### src/rtl/ifu.sv
`default_nettype none
// ============================================================================
// ifu : hxd32 instruction fetch; holds the PC and picks the next fetch address
//       from a partial pre-decode (JAL, static backward-taken branch, PC+4).
// Rev 1.0
// ============================================================================
module ifu #(
  parameter int XLEN = 32
) (
  input  logic            clk_i,
  input  logic            rst_i,
  input  logic            pc_wr_en_i,
  input  logic [XLEN-1:0] iram_rd_data_i,
  output logic [XLEN-1:0] iram_rd_addr_o
);

  localparam logic [6:0] c_OPC_JAL    = 7'b1101111;
  localparam logic [6:0] c_OPC_BRANCH = 7'b1100011;

  logic [XLEN-1:0] pc_q;
  logic [XLEN-1:0] pc_d;
  logic [31:0]     w_inst;
  logic [XLEN-1:0] w_imm_j;
  logic [XLEN-1:0] w_imm_b;
  logic [XLEN-1:0] w_next;

  assign w_inst = iram_rd_data_i[31:0];

  assign w_imm_j = {{(XLEN-20){w_inst[31]}}, w_inst[19:12], w_inst[20],
                    w_inst[30:21], 1'b0};
  assign w_imm_b = {{(XLEN-12){w_inst[31]}}, w_inst[7], w_inst[30:25],
                    w_inst[11:8], 1'b0};

  // Backward branches (negative immediate) are predicted taken; JALR and
  // mispredicts are fixed up downstream, so everything else falls through.
  always_comb begin
    w_next = pc_q + XLEN'(4);
    if (w_inst[6:0] == c_OPC_JAL) begin
      w_next = pc_q + w_imm_j;
    end else if ((w_inst[6:0] == c_OPC_BRANCH) && w_inst[31]) begin
      w_next = pc_q + w_imm_b;
    end
  end

  always_comb begin
    pc_d = pc_q;
    if (pc_wr_en_i) begin
      pc_d = w_next;
    end
  end

  always_ff @(posedge clk_i) begin
    if (rst_i) begin
      pc_q <= '0;
    end else begin
      pc_q <= pc_d;
    end
  end

  assign iram_rd_addr_o = pc_q;

endmodule
`default_nettype wire

### config.mk
export PLATFORM = sky130hd
export DESIGN_NAME = ifu
export DESIGN_NICKNAME = d
export VERILOG_FILES = /design/src/rtl/ifu.sv
export SDC_FILE = /design/constraint.sdc
export NUM_CORES = 1
export LEC_CHECK = 0
export BUFFER_PORTS_ARGS = -buffer_cell sky130_fd_sc_hd__buf_2
export CAP_MARGIN = 20
export CORE_MARGIN = 2
export CORE_UTILIZATION = 55
export CTS_CLUSTER_SIZE = 20
export DETAILED_ROUTE_END_ITERATION = 10
export PLACE_DENSITY = 0.77
export SLEW_MARGIN = 20
export SYNTH_ARGS = -nofsm -noshare
export SYNTH_HDL_FRONTEND = slang
export SYNTH_SLANG_ARGS = --single-unit
### constraint.sdc
create_clock -name clk_i -period 3.6 [get_ports clk_i]
set_clock_uncertainty 0.1 [all_clocks]
set_input_delay 0.18 -clock clk_i [delete_from_list [all_inputs] [get_ports clk_i]]
set_output_delay 0.18 -clock clk_i [all_outputs]
set_load 0.02 [all_outputs]
# Word-level counts from Yosys, hierarchy flattened
# Index checks and enable logic that the tools add are counted.
[classes]
addsub = 3
eq_ne = 2
muxes = 2
reduce_logical = 1
[ops]
columns = ["op", "n"]
rows = [
  ["$add 32x32->32", 2],
  ["$mux 32", 2],
  ["$add 32x3->32 const B", 1],
  ["$eq 7x7->1 const B", 2],
  ["$logic_and 1x1->1", 1],
]
[totals]
ff_bits = 32
input_bits = 35
out_inout_bits = 32
wordCells = 9

# Depth between registers and ports, before layout
[depth]
word_depth = 4
depth_mapped = 12
depth_no_buf = 12

# Least setup slack after synthesis
# No wires, ideal clock.
[synth_path]
path_kind = "flip-flop to flip-flop"
from = "register pc_q[7], in the netlist iram_rd_addr_o[7]"
to = "register pc_q[22], in the netlist iram_rd_addr_o[22]"
setup_time_ns = 0.088
t_arrival_ns = 2.883
required_time_ns = 3.412
slack_ns = 0.529
path_stages_with_launch = 12
n_path_buf = 1
synth_period_minus_slack_ns = 3.071
path_cell_list = "dfxtp_1 -> ha_1 -> buf_6 -> a211o_1 -> o211ai_2 -> nand2b_4 -> o31a_1 -> a221oi_4 -> nor2_1 -> a22o_1 -> a211o_1 -> a311oi_2"
[synth_via]
elab_chain_len = 3
word_cells_on_any_way = 5
classes_between = "add/sub: 3; mux: 2"
[synth_lines]
columns = ["element", "line_no", "source"]
rows = [
  ["from (decl)", "20", "logic [XLEN-1:0] pc_q;"],
  ["from (signal assigned)", "56", "pc_q <= pc_d;"],
  ["$add 32x3->32 or $add 32x32->32 (tied branches)", "37, 41", ""],
  ["$mux 32", "40", "end else if ((w_inst[6:0] == c_OPC_BRANCH) && w_inst[31]) begin"],
  ["$mux 32 *", "38", "if (w_inst[6:0] == c_OPC_JAL) begin"],
]
# Mark *: on every way between the ends. The rest lies on a longest branch, timed or not.
# A chain may end at the register's enable or synchronous reset.

# Final worst setup path
[layout_path]
from = "register pc_q[4], in the netlist iram_rd_addr_o[4]"
to = "register pc_q[22], in the netlist iram_rd_addr_o[22]"
# The elaborated chain is that of the path after synthesis.

==> flow_summary.html <==
<table>
<tr><th>Metric</th><th>Value</th></tr>
<tr><th colspan="2">Critical path</th></tr>
<tr><td>Critical path start-end classification</td><td>flip-flop to flip-flop</td></tr>
<tr><td>Most common cell on crit path</td><td>sky130_fd_sc_hd__a21oi_1</td></tr>
<tr><td>Req. time, crit path</td><td>3.71 ns</td></tr>
<tr><td>Startpoint kind of the worst setup timing path</td><td>flip-flop</td></tr>
<tr><td>Critical path capture point type</td><td>flip-flop</td></tr>
<tr><td>Sum of buffers and inverters on the critical path</td><td>0</td></tr>
<tr><td>Crit-path cells</td><td>ha_1, a21o_1, a21oi_1, a21oi_1, o31a_1, a221oi_4, nor2_1, a22o_1, a211o_1, a311oi_2</td></tr>
<tr><td>Standard cell with the maximum stage delay on the critical path</td><td>sky130_fd_sc_hd__dfxtp_1</td></tr>
<tr><td>Category of cells accounting for the largest share of critical-path delay</td><td>compound AO/OA/AOI/OAI gates</td></tr>
<tr><td>Slowest cell delay on critical path</td><td>0.50 ns</td></tr>
<tr><td>Critical path data arrival time</td><td>3.45 ns</td></tr>
<tr><td>Worst Path Max Fanout</td><td>9</td></tr>
<tr><th colspan="2">Finish</th></tr>
<tr><td>Max reg flops</td><td>31</td></tr>
<tr><td>Layout Cell Area excl Fill</td><td>5300 um2</td></tr>
<tr><td>Net count of the finished layout</td><td>817</td></tr>
<tr><td>Relative area change from synthesis to final layout</td><td>12.5%</td></tr>
<tr><td>Count of antenna diodes in the layout</td><td>0</td></tr>
<tr><td>Fraction of final layout cells with drive strength greater than 1</td><td>0.141</td></tr>
<tr><th colspan="2">Logic synthesis</th></tr>
<tr><td>Share of synthesized flip-flops with an asynchronous set or reset</td><td>0</td></tr>
<tr><td>Fraction of the yosys area taken by sequential cells</td><td>0.132</td></tr>
<tr><td>Post-synthesis net count</td><td>762</td></tr>
<tr><td>Number of distinct library cell variants in the gate-level netlist after synthesis</td><td>65</td></tr>
<tr><td>Cell area after synthesis</td><td>4710 um2</td></tr>
<tr><td>Top_reg_cell synth</td><td>sky130_fd_sc_hd__dfxtp_1</td></tr>
<tr><td>Adder-cell share of the synthesized area</td><td>0.125</td></tr>
<tr><td>Dominant combinational cell family by area after synthesis</td><td>compound AO/OA/AOI/OAI gates</td></tr>
<tr><td>Number of standard cells after synthesis</td><td>681</td></tr>
<tr><td>Area fraction in and, or, nand and nor cells after synthesis</td><td>0.247</td></tr>
<tr><td>Number of enable flip-flop cells after synthesis</td><td>0</td></tr>
<tr><td>Share of cell area taken by muxes after synthesis</td><td>0.0128</td></tr>
<tr><td>Avg Cell Area, Syn</td><td>6.91 um2</td></tr>
<tr><td>Synthesized flop and latch total</td><td>31</td></tr>
<tr><td>Complex-gate fraction of the synthesized area</td><td>0.356</td></tr>
<tr><td>Number of synthesis warnings</td><td>0</td></tr>
<tr><td>Share of the synthesized netlist area taken by xor and xnor gates</td><td>0.0800</td></tr>
<tr><th colspan="2">Route</th></tr>
<tr><td>Routed via count divided by cell count</td><td>6.79</td></tr>
<tr><td>Post-DR wirelength/cell</td><td>19.2 um</td></tr>
<tr><td>Detailed-route via count</td><td>5715</td></tr>
<tr><td>Post-detailed-route count of antenna-violating nets</td><td>0</td></tr>
<tr><td>DR iter-0 viols</td><td>425</td></tr>
<tr><td>Drt pass-1 iters</td><td>6</td></tr>
<tr><td>Drc violations</td><td>0</td></tr>
<tr><td>Wire length after detailed routing</td><td>16100 um</td></tr>
<tr><th colspan="2">Clock tree</th></tr>
<tr><td>Max clock buf depth</td><td>2</td></tr>
<tr><td>Reg clk slew, reported paths</td><td>0.08 ns</td></tr>
<tr><td>CTS root buffer</td><td>sky130_fd_sc_hd__clkbuf_8</td></tr>
<tr><td>Worst-Skew Late Latency</td><td>0.30 ns</td></tr>
<tr><td>CTS tree</td><td>yes</td></tr>
<tr><td>Total clock buffers created by CTS</td><td>5</td></tr>
<tr><td>Clock tree sinks</td><td>31</td></tr>
<tr><td>Number of H-tree branching levels</td><td>2</td></tr>
<tr><th colspan="2">Floorplan</th></tr>
<tr><td>Area of the placeable core</td><td>8260 um2</td></tr>
<tr><td>DIE HEIGHT</td><td>96.5 um</td></tr>
<tr><td>Initial Utilization</td><td>0.570</td></tr>
<tr><td>Die extent in x</td><td>96.5 um</td></tr>
<tr><td>Row count</td><td>33</td></tr>
<tr><td>Area of the die</td><td>9320 um2</td></tr>
<tr><td>Top-Level Pins</td><td>67</td></tr>
<tr><th colspan="2">STA</th></tr>
<tr><td>Setup violations, final</td><td>0</td></tr>
<tr><td>Final cycle utilization of the critical path</td><td>0.927</td></tr>
<tr><td>Total negative setup slack</td><td>0 ns</td></tr>
<tr><td>Slew margin rel.</td><td>0.516</td></tr>
<tr><td>Final worst slack</td><td>0.262 ns</td></tr>
<tr><td>Maximum achievable frequency</td><td>300 MHz</td></tr>
<tr><td>Pins Over Slew Limit</td><td>0</td></tr>
<tr><td>Hold Fails Final Rpt</td><td>0</td></tr>
<tr><td>Shortest clock period the worst path allows after layout</td><td>3.34 ns</td></tr>
<tr><td>Slew at the pin closest to its max-slew limit</td><td>0.726 ns</td></tr>
<tr><th colspan="2">Global route</th></tr>
<tr><td>Number of antenna violations at the first check in global routing</td><td>0</td></tr>
<tr><td>Congestion Overflow GR</td><td>0</td></tr>
<tr><td>Global routing usage summed across all routing layers</td><td>0.353</td></tr>
<tr><td>Wire length of the first global-routing pass</td><td>25700 um</td></tr>
<tr><td>Largest net degree at the start of global routing</td><td>32</td></tr>
<tr><td>Via count of the first global-routing pass</td><td>5164</td></tr>
<tr><th colspan="2">Placement</th></tr>
<tr><td>Number of I/O port buffers</td><td>65</td></tr>
<tr><td>Detailed Place HPWL</td><td>11800 um</td></tr>
<tr><td>Total placed instance area</td><td>5150 um2</td></tr>
<tr><td>Placer Congestion</td><td>1.11</td></tr>
<tr><td>Worst slack at placement</td><td>0.265 ns</td></tr>
<tr><th colspan="2">Job</th></tr>
<tr><td>Max-Cap Viols</td><td>0</td></tr>
<tr><th colspan="2">Outcome</th></tr>
<tr><td>Result of the run</td><td>completed</td></tr>
<tr><th colspan="2">Hold path</th></tr>
<tr><td>Path class of the lowest-slack min-delay path</td><td>input port to flip-flop</td></tr>
<tr><th colspan="2">Power and ir drop</th></tr>
<tr><td>Static Leakage</td><td>2.34 nW</td></tr>
<tr><td>Power density relative to cell area</td><td>232 nW/um2</td></tr>
<tr><td>Maximum VDD drop</td><td>0.000173 V</td></tr>
<tr><td>Total design power</td><td>0.00123 W</td></tr>
</table>
-- cell usage in the layout (no fill, tap or decap), drive strengths merged, types with 4 or more instances in the layout --
| master | instances |
|---|---|
| and3 | 6 |
| nand3 | 20 |
| a211oi | 14 |
| a221oi | 4 |
| nand2 | 78 |
| xor2 | 27 |
| dfxtp | 31 |
| o21ai | 52 |
| and2 | 4 |
| nor3 | 26 |
| nand2b | 10 |
| o21bai | 5 |
| or3 | 4 |
| a311oi | 5 |
| o221ai | 6 |
| nor2 | 66 |
| o41ai | 4 |
| nor2b | 7 |
| a21o | 18 |
| o211ai | 17 |
| mux2i | 6 |
| ha | 44 |
| a41oi | 4 |
| buf | 84 |
| a21oi | 66 |
| a22oi | 5 |
| a211o | 6 |
| nand4 | 14 |
| nor4 | 5 |
| clkbuf | 6 |
| inv | 18 |
| o31ai | 5 |
| xnor2 | 16 |
| a31oi | 10 |
| o22ai | 6 |
| a221o | 5 |
-- area by class of cell --
type | count | area [um2]
clock inverter | 2 | 35.0
multi-input combinational | 595 | 3890
sequential | 31 | 621
clock buffer | 6 | 82.6
timing repair buffer | 84 | 468
tap | 105 | 131
fill | 786 | 2960
inverter | 19 | 71.3
-- synthesized netlist by cell type, types with 6 or more instances --
cell type,n,area share
sky130_fd_sc_hd__nor3_1,26,0.028
sky130_fd_sc_hd__a31oi_1,10,0.013
sky130_fd_sc_hd__clkbuf_1,32,0.026
sky130_fd_sc_hd__mux2i_1,6,0.013
sky130_fd_sc_hd__a211o_1,6,0.011
sky130_fd_sc_hd__nand2b_1,9,0.012
sky130_fd_sc_hd__o221ai_1,6,0.011
sky130_fd_sc_hd__o22ai_1,6,0.0080
sky130_fd_sc_hd__ha_1,44,0.12
sky130_fd_sc_hd__inv_1,18,0.014
sky130_fd_sc_hd__nand4_1,14,0.019
sky130_fd_sc_hd__a21o_1,18,0.029
sky130_fd_sc_hd__nand2_1,78,0.062
sky130_fd_sc_hd__and3_1,6,0.0080
sky130_fd_sc_hd__nor2_1,66,0.053
sky130_fd_sc_hd__nand3_1,20,0.021
sky130_fd_sc_hd__dfxtp_1,31,0.13
sky130_fd_sc_hd__nor2b_1,7,0.0093
sky130_fd_sc_hd__o211ai_1,16,0.026
sky130_fd_sc_hd__a21oi_1,66,0.070
sky130_fd_sc_hd__o21ai_0,52,0.055
sky130_fd_sc_hd__xnor2_1,16,0.030
sky130_fd_sc_hd__xor2_1,27,0.050
sky130_fd_sc_hd__a211oi_1,14,0.022
-- power breakdown --
part / total, W / internal [W] / leakage [nW] / switching, W
logic: 0.000461 / 0.000177 / 2.03 / 0.000284
clock network: 0.000387 / 0.000224 / 0.0612 / 0.000163
registers: 0.000379 / 0.000356 / 0.253 / 0.0000236
-- worst reg2reg max path, cell delays in order, from the launching register on --
cell	delay (ns)
sky130_fd_sc_hd__dfxtp_1	0.50
sky130_fd_sc_hd__ha_1	0.36
sky130_fd_sc_hd__a21o_1	0.20
sky130_fd_sc_hd__a21oi_1	0.20
sky130_fd_sc_hd__a21oi_1	0.17
sky130_fd_sc_hd__o31a_1	0.38
sky130_fd_sc_hd__a221oi_4	0.47
sky130_fd_sc_hd__nor2_1	0.12
sky130_fd_sc_hd__a22o_1	0.25
sky130_fd_sc_hd__a211o_1	0.30
sky130_fd_sc_hd__a311oi_2	0.22
-- routing by layer --
metal | routed length (um) | track usage
met2 | 6970 | 0.553
met4 | 525 | 0.144
met1 | 6660 | 0.478
met3 | 1990 | 0.0628
met5 | 0 | 0
-- what timing repair did --
item	4_1_cts	5_1_grt
setup endpoints to repair	0	2
gates resized for setup	0	5
setup buffers	0	1
hold buffers	0	0
-- stage by stage --
stage / util / cells / hold slack (ns)
floorplan: - / 681 / 0.296
global placement: 0.624 / 833 / 0.404
detailed placement: 0.624 / 833 / 0.418
CTS: 0.638 / 841 / 0.252
global route: 0.642 / 842 / 0.271
finish: 0.642 / 842 / 0.270
-- cell families after synthesis --
kind of cell,count (synthesis)
compound gates,250
simple gates,249
buf+inv,55
fa+ha+maj,46
xor+xnor,43
flops,31
mux,6
other cells,1
-- worst paths after layout --
| check | from | endpoint | slack [ns] | cells after the start |
|---|---|---|---|---|
| worst min register to register | iram_rd_addr_o[10]$_SDFFE_PP0P_ | iram_rd_addr_o[10]$_SDFFE_PP0P_ | 0.44 | 2 |
| worst max-delay path | iram_rd_addr_o[4]$_SDFFE_PP0P_ | iram_rd_addr_o[22]$_SDFFE_PP0P_ | 0.26 | 10 |
| worst min-delay path | pc_wr_en_i | iram_rd_addr_o[19]$_SDFFE_PP0P_ | 0.27 | 3 |
| worst max register to register | iram_rd_addr_o[4]$_SDFFE_PP0P_ | iram_rd_addr_o[22]$_SDFFE_PP0P_ | 0.26 | 10 |
Power figures use the tool's default switching activity.
